`src/rtl/instr_encoder_loader.sv`:
```
// Program loader for instruction memory.
// Takes symbolic instruction requests over a valid/ready handshake and encodes
// each one as a 32-bit MIPS word (R-type, LW, SW or BEQ). It writes the words
// one per cycle to consecutive word addresses, starting at BASE_ADDR.
module instr_encoder_loader #(
    parameter int ADDR_W    = 6,
    parameter int DEPTH     = 64,
    parameter int BASE_ADDR = 0
) (
    input  logic              clk,
    input  logic              reset_n,
    input  logic              start,
    input  logic              req_valid,
    output logic              req_ready,
    input  logic [1:0]        req_op,
    input  logic [4:0]        req_rs,
    input  logic [4:0]        req_rt,
    input  logic [4:0]        req_rd,
    input  logic [5:0]        req_funct,
    input  logic [15:0]       req_imm,
    input  logic              req_last,
    output logic              imem_we,
    output logic [ADDR_W-1:0] imem_addr,
    output logic [31:0]       imem_wdata,
    output logic              busy,
    output logic              done,
    output logic              err,
    output logic [ADDR_W:0]   count
);

    typedef enum logic [1:0] {
        ST_IDLE = 2'd0,
        ST_LOAD = 2'd1,
        ST_DONE = 2'd2
    } state_t;

    localparam logic [ADDR_W:0]   DEPTH_C = (ADDR_W+1)'(DEPTH);
    localparam logic [ADDR_W-1:0] BASE_C  = ADDR_W'(BASE_ADDR);

    localparam logic [5:0] OPC_RTYPE = 6'b000000;
    localparam logic [5:0] OPC_LW    = 6'b100011;
    localparam logic [5:0] OPC_SW    = 6'b101011;
    localparam logic [5:0] OPC_BEQ   = 6'b000100;

    // Build the MIPS word for one request. Fields that do not apply to the
    // instruction class are dropped, and shamt is always zero.
    function automatic logic [31:0] encode_instr(
        input logic [1:0]  op,
        input logic [4:0]  rs,
        input logic [4:0]  rt,
        input logic [4:0]  rd,
        input logic [5:0]  funct,
        input logic [15:0] imm
    );
        logic [31:0] word;
        word = 32'd0;
        case (op)
            2'b00:   word = {OPC_RTYPE, rs, rt, rd, 5'd0, funct};
            2'b01:   word = {OPC_LW, rs, rt, imm};
            2'b10:   word = {OPC_SW, rs, rt, imm};
            2'b11:   word = {OPC_BEQ, rs, rt, imm};
            default: word = 32'd0;
        endcase
        return word;
    endfunction

    state_t              state_q, state_d;
    logic [ADDR_W:0]     count_q, count_d;
    logic                err_q, err_d;
    logic                we_q, we_d;
    logic [ADDR_W-1:0]   addr_q, addr_d;
    logic [31:0]         wdata_q, wdata_d;
    logic                busy_q, busy_d;
    logic                done_q, done_d;
    logic                ready_s;
    logic                accept_s;
    logic [ADDR_W:0]     count_inc_s;

    // Ready depends only on state and count, never on req_valid, so there is
    // no combinational loop through the producer.
    assign ready_s     = (state_q == ST_LOAD) && (count_q < DEPTH_C);
    assign accept_s    = req_valid && ready_s;
    assign count_inc_s = count_q + {{ADDR_W{1'b0}}, 1'b1};

    // Next-state, session bookkeeping and the write port for the next cycle.
    always_comb begin
        state_d = state_q;
        count_d = count_q;
        err_d   = err_q;
        we_d    = 1'b0;
        addr_d  = addr_q;
        wdata_d = wdata_q;
        case (state_q)
            ST_IDLE: begin
                if (start) begin
                    state_d = ST_LOAD;
                    count_d = {(ADDR_W+1){1'b0}};
                    err_d   = 1'b0;
                end else begin
                    state_d = ST_IDLE;
                end
            end
            ST_LOAD: begin
                if (accept_s) begin
                    we_d    = 1'b1;
                    // The sum wraps silently modulo 2^ADDR_W.
                    addr_d  = BASE_C + count_q[ADDR_W-1:0];
                    wdata_d = encode_instr(req_op, req_rs, req_rt, req_rd,
                                           req_funct, req_imm);
                    count_d = count_inc_s;
                    if (req_last) begin
                        state_d = ST_DONE;
                    end else if (count_inc_s == DEPTH_C) begin
                        // The session filled up before a last marker arrived.
                        state_d = ST_DONE;
                        err_d   = 1'b1;
                    end else begin
                        state_d = ST_LOAD;
                    end
                end else begin
                    state_d = ST_LOAD;
                end
            end
            ST_DONE: state_d = ST_IDLE;
            default: state_d = ST_IDLE;
        endcase
        busy_d = (state_d == ST_LOAD);
        done_d = (state_d == ST_DONE);
    end

    // State and output registers. Reset clears every output immediately.
    always_ff @(posedge clk or negedge reset_n) begin
        if (!reset_n) begin
            state_q <= ST_IDLE;
            count_q <= {(ADDR_W+1){1'b0}};
            err_q   <= 1'b0;
            we_q    <= 1'b0;
            addr_q  <= {ADDR_W{1'b0}};
            wdata_q <= 32'd0;
            busy_q  <= 1'b0;
            done_q  <= 1'b0;
        end else begin
            state_q <= state_d;
            count_q <= count_d;
            err_q   <= err_d;
            we_q    <= we_d;
            addr_q  <= addr_d;
            wdata_q <= wdata_d;
            busy_q  <= busy_d;
            done_q  <= done_d;
        end
    end

    assign req_ready  = ready_s;
    assign imem_we    = we_q;
    assign imem_addr  = addr_q;
    assign imem_wdata = wdata_q;
    assign busy       = busy_q;
    assign done       = done_q;
    assign err        = err_q;
    assign count      = count_q;

endmodule

```
`config.mk`:
```
export PLATFORM = sky130hd
export DESIGN_NAME = instr_encoder_loader
export DESIGN_NICKNAME = d
export VERILOG_FILES = /design/src/rtl/instr_encoder_loader.sv
export SDC_FILE = /design/constraint.sdc
export NUM_CORES = 1
export LEC_CHECK = 0
export ABC_AREA = 1
export CORE_UTILIZATION = 43
export CTS_BUF_LIST = sky130_fd_sc_hd__clkbuf_2
export DETAILED_ROUTE_END_ITERATION = 12
export PLACE_DENSITY_LB_ADDON = 0.25
export SYNTH_ARGS = -nofsm -noshare
export SYNTH_HDL_FRONTEND = slang
export SYNTH_SLANG_ARGS = --single-unit
```
`constraint.sdc`:
```
create_clock -name clk -period 1.9 [get_ports clk]
set_input_delay 0.57 -clock clk [delete_from_list [all_inputs] [get_ports clk]]
set_output_delay 0.57 -clock clk [all_outputs]
set_load 0.03 [all_outputs]
```
==> summary by stage <==
Floorplanning
The floorplan die area is roughly 0.0053 mm^2. The horizontal extent of the die is 72.6 um. After floorplanning, the core was divided into 25 placement rows.

Once the floorplan was initialized, standard cells occupied 45.1% of the core. The height of the die is slightly above 70 um. The total I/O pin count is 94. The region available for standard cell placement spans between 0.004 and 0.005 mm^2.

Job
The tool flagged a number of max-cap violations equal to 0.

Drt
Detailed routing inserted a total of 1929 vias. The count of nets left with antenna violations once routing finished came out at 0. The first-pass detailed-route iteration total is 5. For this block, the initial DRC count from the detailed router was 103. Summed over all layers, the routed wires come to 5100 um. The number of vias per cell is around 4.7. The remaining routing DRC violations is 0. The post-detailed-route wirelength per cell is 12.4 um.

Critical path
Broken down by cell family, the worst path's largest delay share belongs to flip-flops. The worst setup path is of the flip-flop to output pin kind. The total buffers and inverters traversed by the critical path is 1. The startpoint kind of the worst setup timing path is a flip-flop. The worst flop-to-flop path startpoint is count[0]$_DFFE_PN0P_. For this design, the slowest cell found on the critical path is sky130_fd_sc_hd__dfrtp_1. The top fanout value on the critical path is 3. STA classifies the critical path endpoint as an output pin. In this design, the stage delay of the slowest critical-path cell is roughly 0.45 ns. The source of the critical timing path is count[5]$_DFFE_PN0P_.

Traced cell by cell, the critical path runs through clkdlybuf4s15_1. For the worst setup path, the data arrival time is between 1 and 1.5 ns. For the worst setup path, the data required time is 1.33 ns.

Final layout
0 antenna diodes ended up in the layout. The post-route netlist has 12.8% of its cells at a drive strength greater than 1. The layout filler cell count is 419. The final layout net count is 392. Relative to the synthesized area, the layout overhead comes to 48.9%.

Timing
The count of endpoints failing hold in the final timing report was 0. The worst hold slack across all endpoints is between 0.05 and 0.06 ns. The worst-case clock skew is 0.00788 ns. Dividing the final minimum period by the clock period gives 95.8%. The number of failing setup endpoints in the final timing report is 0.

Based on the critical path, the design can be clocked at up to 550 MHz. The final number of max-transition violations is 0. Setup repair after global routing could not meet its margin everywhere. After layout, the minimum clock period comes to 1.82 ns.

GRT
The via count of the first global-routing pass was 1906. The remaining global-route overflow is 0. The global-route wire length before repair is 8400 um. The global routing usage summed across all routing layers is 20.9%. Entering global routing, the biggest net connects 28 pins. The number of antenna violations at the first check in global routing was 0.

Power and ir drop
The power density over the cells is 1460 mW/mm^2. Power comes to 0.00465 W. IR analysis of the VDD net gives a maximum drop of 0.964 mV.

The leakage component of the power is between 1.5 and 2 nW.

Logic synthesis
Summed over its instances, the top area cell type makes up 56.0% of the synthesized netlist area. The commonest cells after synthesis are sky130_fd_sc_hd__nand2_1, sky130_fd_sc_hd__dfrtp_1, sky130_fd_sc_hd__inv_1. After synthesis, the cell types taking the most area are sky130_fd_sc_hd__dfrtp_1, sky130_fd_sc_hd__nand2_1, sky130_fd_sc_hd__a22oi_1, sky130_fd_sc_hd__ha_1, sky130_fd_sc_hd__o21ai_1. The total standard cell area after synthesis is around 0.0021 mm^2.

The fraction of synthesis flops using an asynchronous set or reset pin is 100%. The commonest register cell after synthesis is sky130_fd_sc_hd__dfrtp_1. Yosys mapped a number of flops with a built-in enable equal to 0. The largest area contributor in the netlist is sky130_fd_sc_hd__dfrtp_1. The synthesized area divided by synthesized cell count is 8.93 um^2.

The synthesized netlist net count is 290. The number of different library cells used by synthesis comes to 25. The Yosys warning count is 0. The cell count after synthesis is 240. The part of the Yosys area used for sequential elements is 56.0%.

The total of flip-flops plus latches after synthesis is 48. Yosys instantiated no cell more often than sky130_fd_sc_hd__nand2_1.

Clocking
The number of clock sinks is between 40 and 50. Clock-pin slew was measured on the worst setup and hold paths at 0.23 ns. The clock tree from TritonCTS is yes. The clock passes through at most 2 buffers. The clock reaches the later pin of the worst-skew pair after between 0.4 and 0.5 ns. In this run the post-CTS setup repair buffer count came out at 0. The clock root buffer master is sky130_fd_sc_hd__clkbuf_2. The H-tree was split into 2 levels. Buffers inserted during clock tree synthesis total 5.

Place
The port buffer count is 92. The placer's final routability congestion estimate is slightly below 0.9. After legalization and detailed placement, the total HPWL measured 3810 um.

Min path
The class of the tightest hold or removal check is input pin to async pin.

Run status
The flow ran to the end, and the final reports show no timing, DRC or antenna violations.
==> final timing paths <==
kind / cells past startpoint / end / slack, ns
max reg2reg: 11 / state_q[0]$_DFF_PN0_ / 0.33
max in group asynchronous: 2 / imem_we$_DFF_PN0_ / 1.23
max: 1 / count[5] / 0.08
min reg2reg: 2 / imem_wdata[19]$_DFFE_PN0P_ / 0.51
min: 1 / state_q[1]$_DFF_PN0_ / 0.05
min in group clk: 2 / imem_wdata[19]$_DFFE_PN0P_ / 0.51
==> state kept, by name, indices dropped and copies added (netlist names) <==
name,count
busy,1
count,7
done,1
err,1
imem_addr,6
imem_wdata,29
imem_we,1
state_q,2
==> layout by cell type (no fill, tap or decap), types with 3 or more instances in the layout <==
master,instances
sky130_fd_sc_hd__nand2_1,84
sky130_fd_sc_hd__dfrtp_1,48
sky130_fd_sc_hd__clkdlybuf4s15_1,10
sky130_fd_sc_hd__a21oi_1,3
sky130_fd_sc_hd__buf_4,16
sky130_fd_sc_hd__o21ai_1,15
sky130_fd_sc_hd__nand2_2,6
sky130_fd_sc_hd__clkbuf_2,9
sky130_fd_sc_hd__a22oi_1,11
sky130_fd_sc_hd__ha_1,6
sky130_fd_sc_hd__nor2_2,4
sky130_fd_sc_hd__nand3_1,6
sky130_fd_sc_hd__nor2_1,6
sky130_fd_sc_hd__clkdlybuf4s50_1,42
sky130_fd_sc_hd__inv_1,17
sky130_fd_sc_hd__dlygate4sd2_1,34
sky130_fd_sc_hd__o21ai_0,8
sky130_fd_sc_hd__inv_2,3
==> metal layers <==
layer / vias to the layer above / routed length, um / global-route usage [%]
li1: 966 / - / -
met1: 883 / 2270 / 25.3
met2: 72 / 2450 / 36.0
met3: 8 / 279 / 5.39
met4: 0 / 90 / 7.41
met5: - / 0 / 0
==> cell families after synthesis <==
logic type	after synthesis	synth area share [%]
other	1	0.175
and+or+nand+nor	108	20.9
buffers and inverters	33	7.01
AOI/OAI and AO/OA	43	12.0
DFF	48	56.0
adders and majority gates	6	3.50
xor gates and xnor gates	1	0.409
==> report_power, final <==
group	switching, W	total, W	internal (W)
sequential	0.000235	0.00166	0.00143
combinational	0.00161	0.00244	0.000829
clock	0.000320	0.000546	0.000226
==> through the flow <==
stage          TNS, ns  worst slack (ns)  utilization (%)  cell area (um^2)  std cells
6_report             0            0.0805             67.1              3190        410
5_1_grt        -0.0357           -0.0357             67.1              3190        410
4_1_cts              0            0.0132             67.1              3190        410
3_5_place_dp     -1.44            -0.169             67.1              3190        402
3_3_place_gp    -0.589           -0.0656             67.1              3190        402
2_1_floorplan        0             0.300                -              2140        240
==> final cells by class <==
type	instances	area, um^2	share of cell area, %
multi-input cells	159	792	24.8
clock inverters	2	35.0	1.10
repair buffers	108	975	30.5
clock buffers	6	30.0	0.941
inverters	20	75.1	2.35
well taps	67	83.8	2.63
flip-flops and latches	48	1200	37.6
==> what timing repair did <==
item	CTS	global route
pin swaps	0	0
hold buffers	0	0
gates resized for setup	56	20
hold endpoints to repair	0	0
cloned	0	0
setup endpoints to repair	49	15
Note: power is estimated with default switching activity, not from simulation.
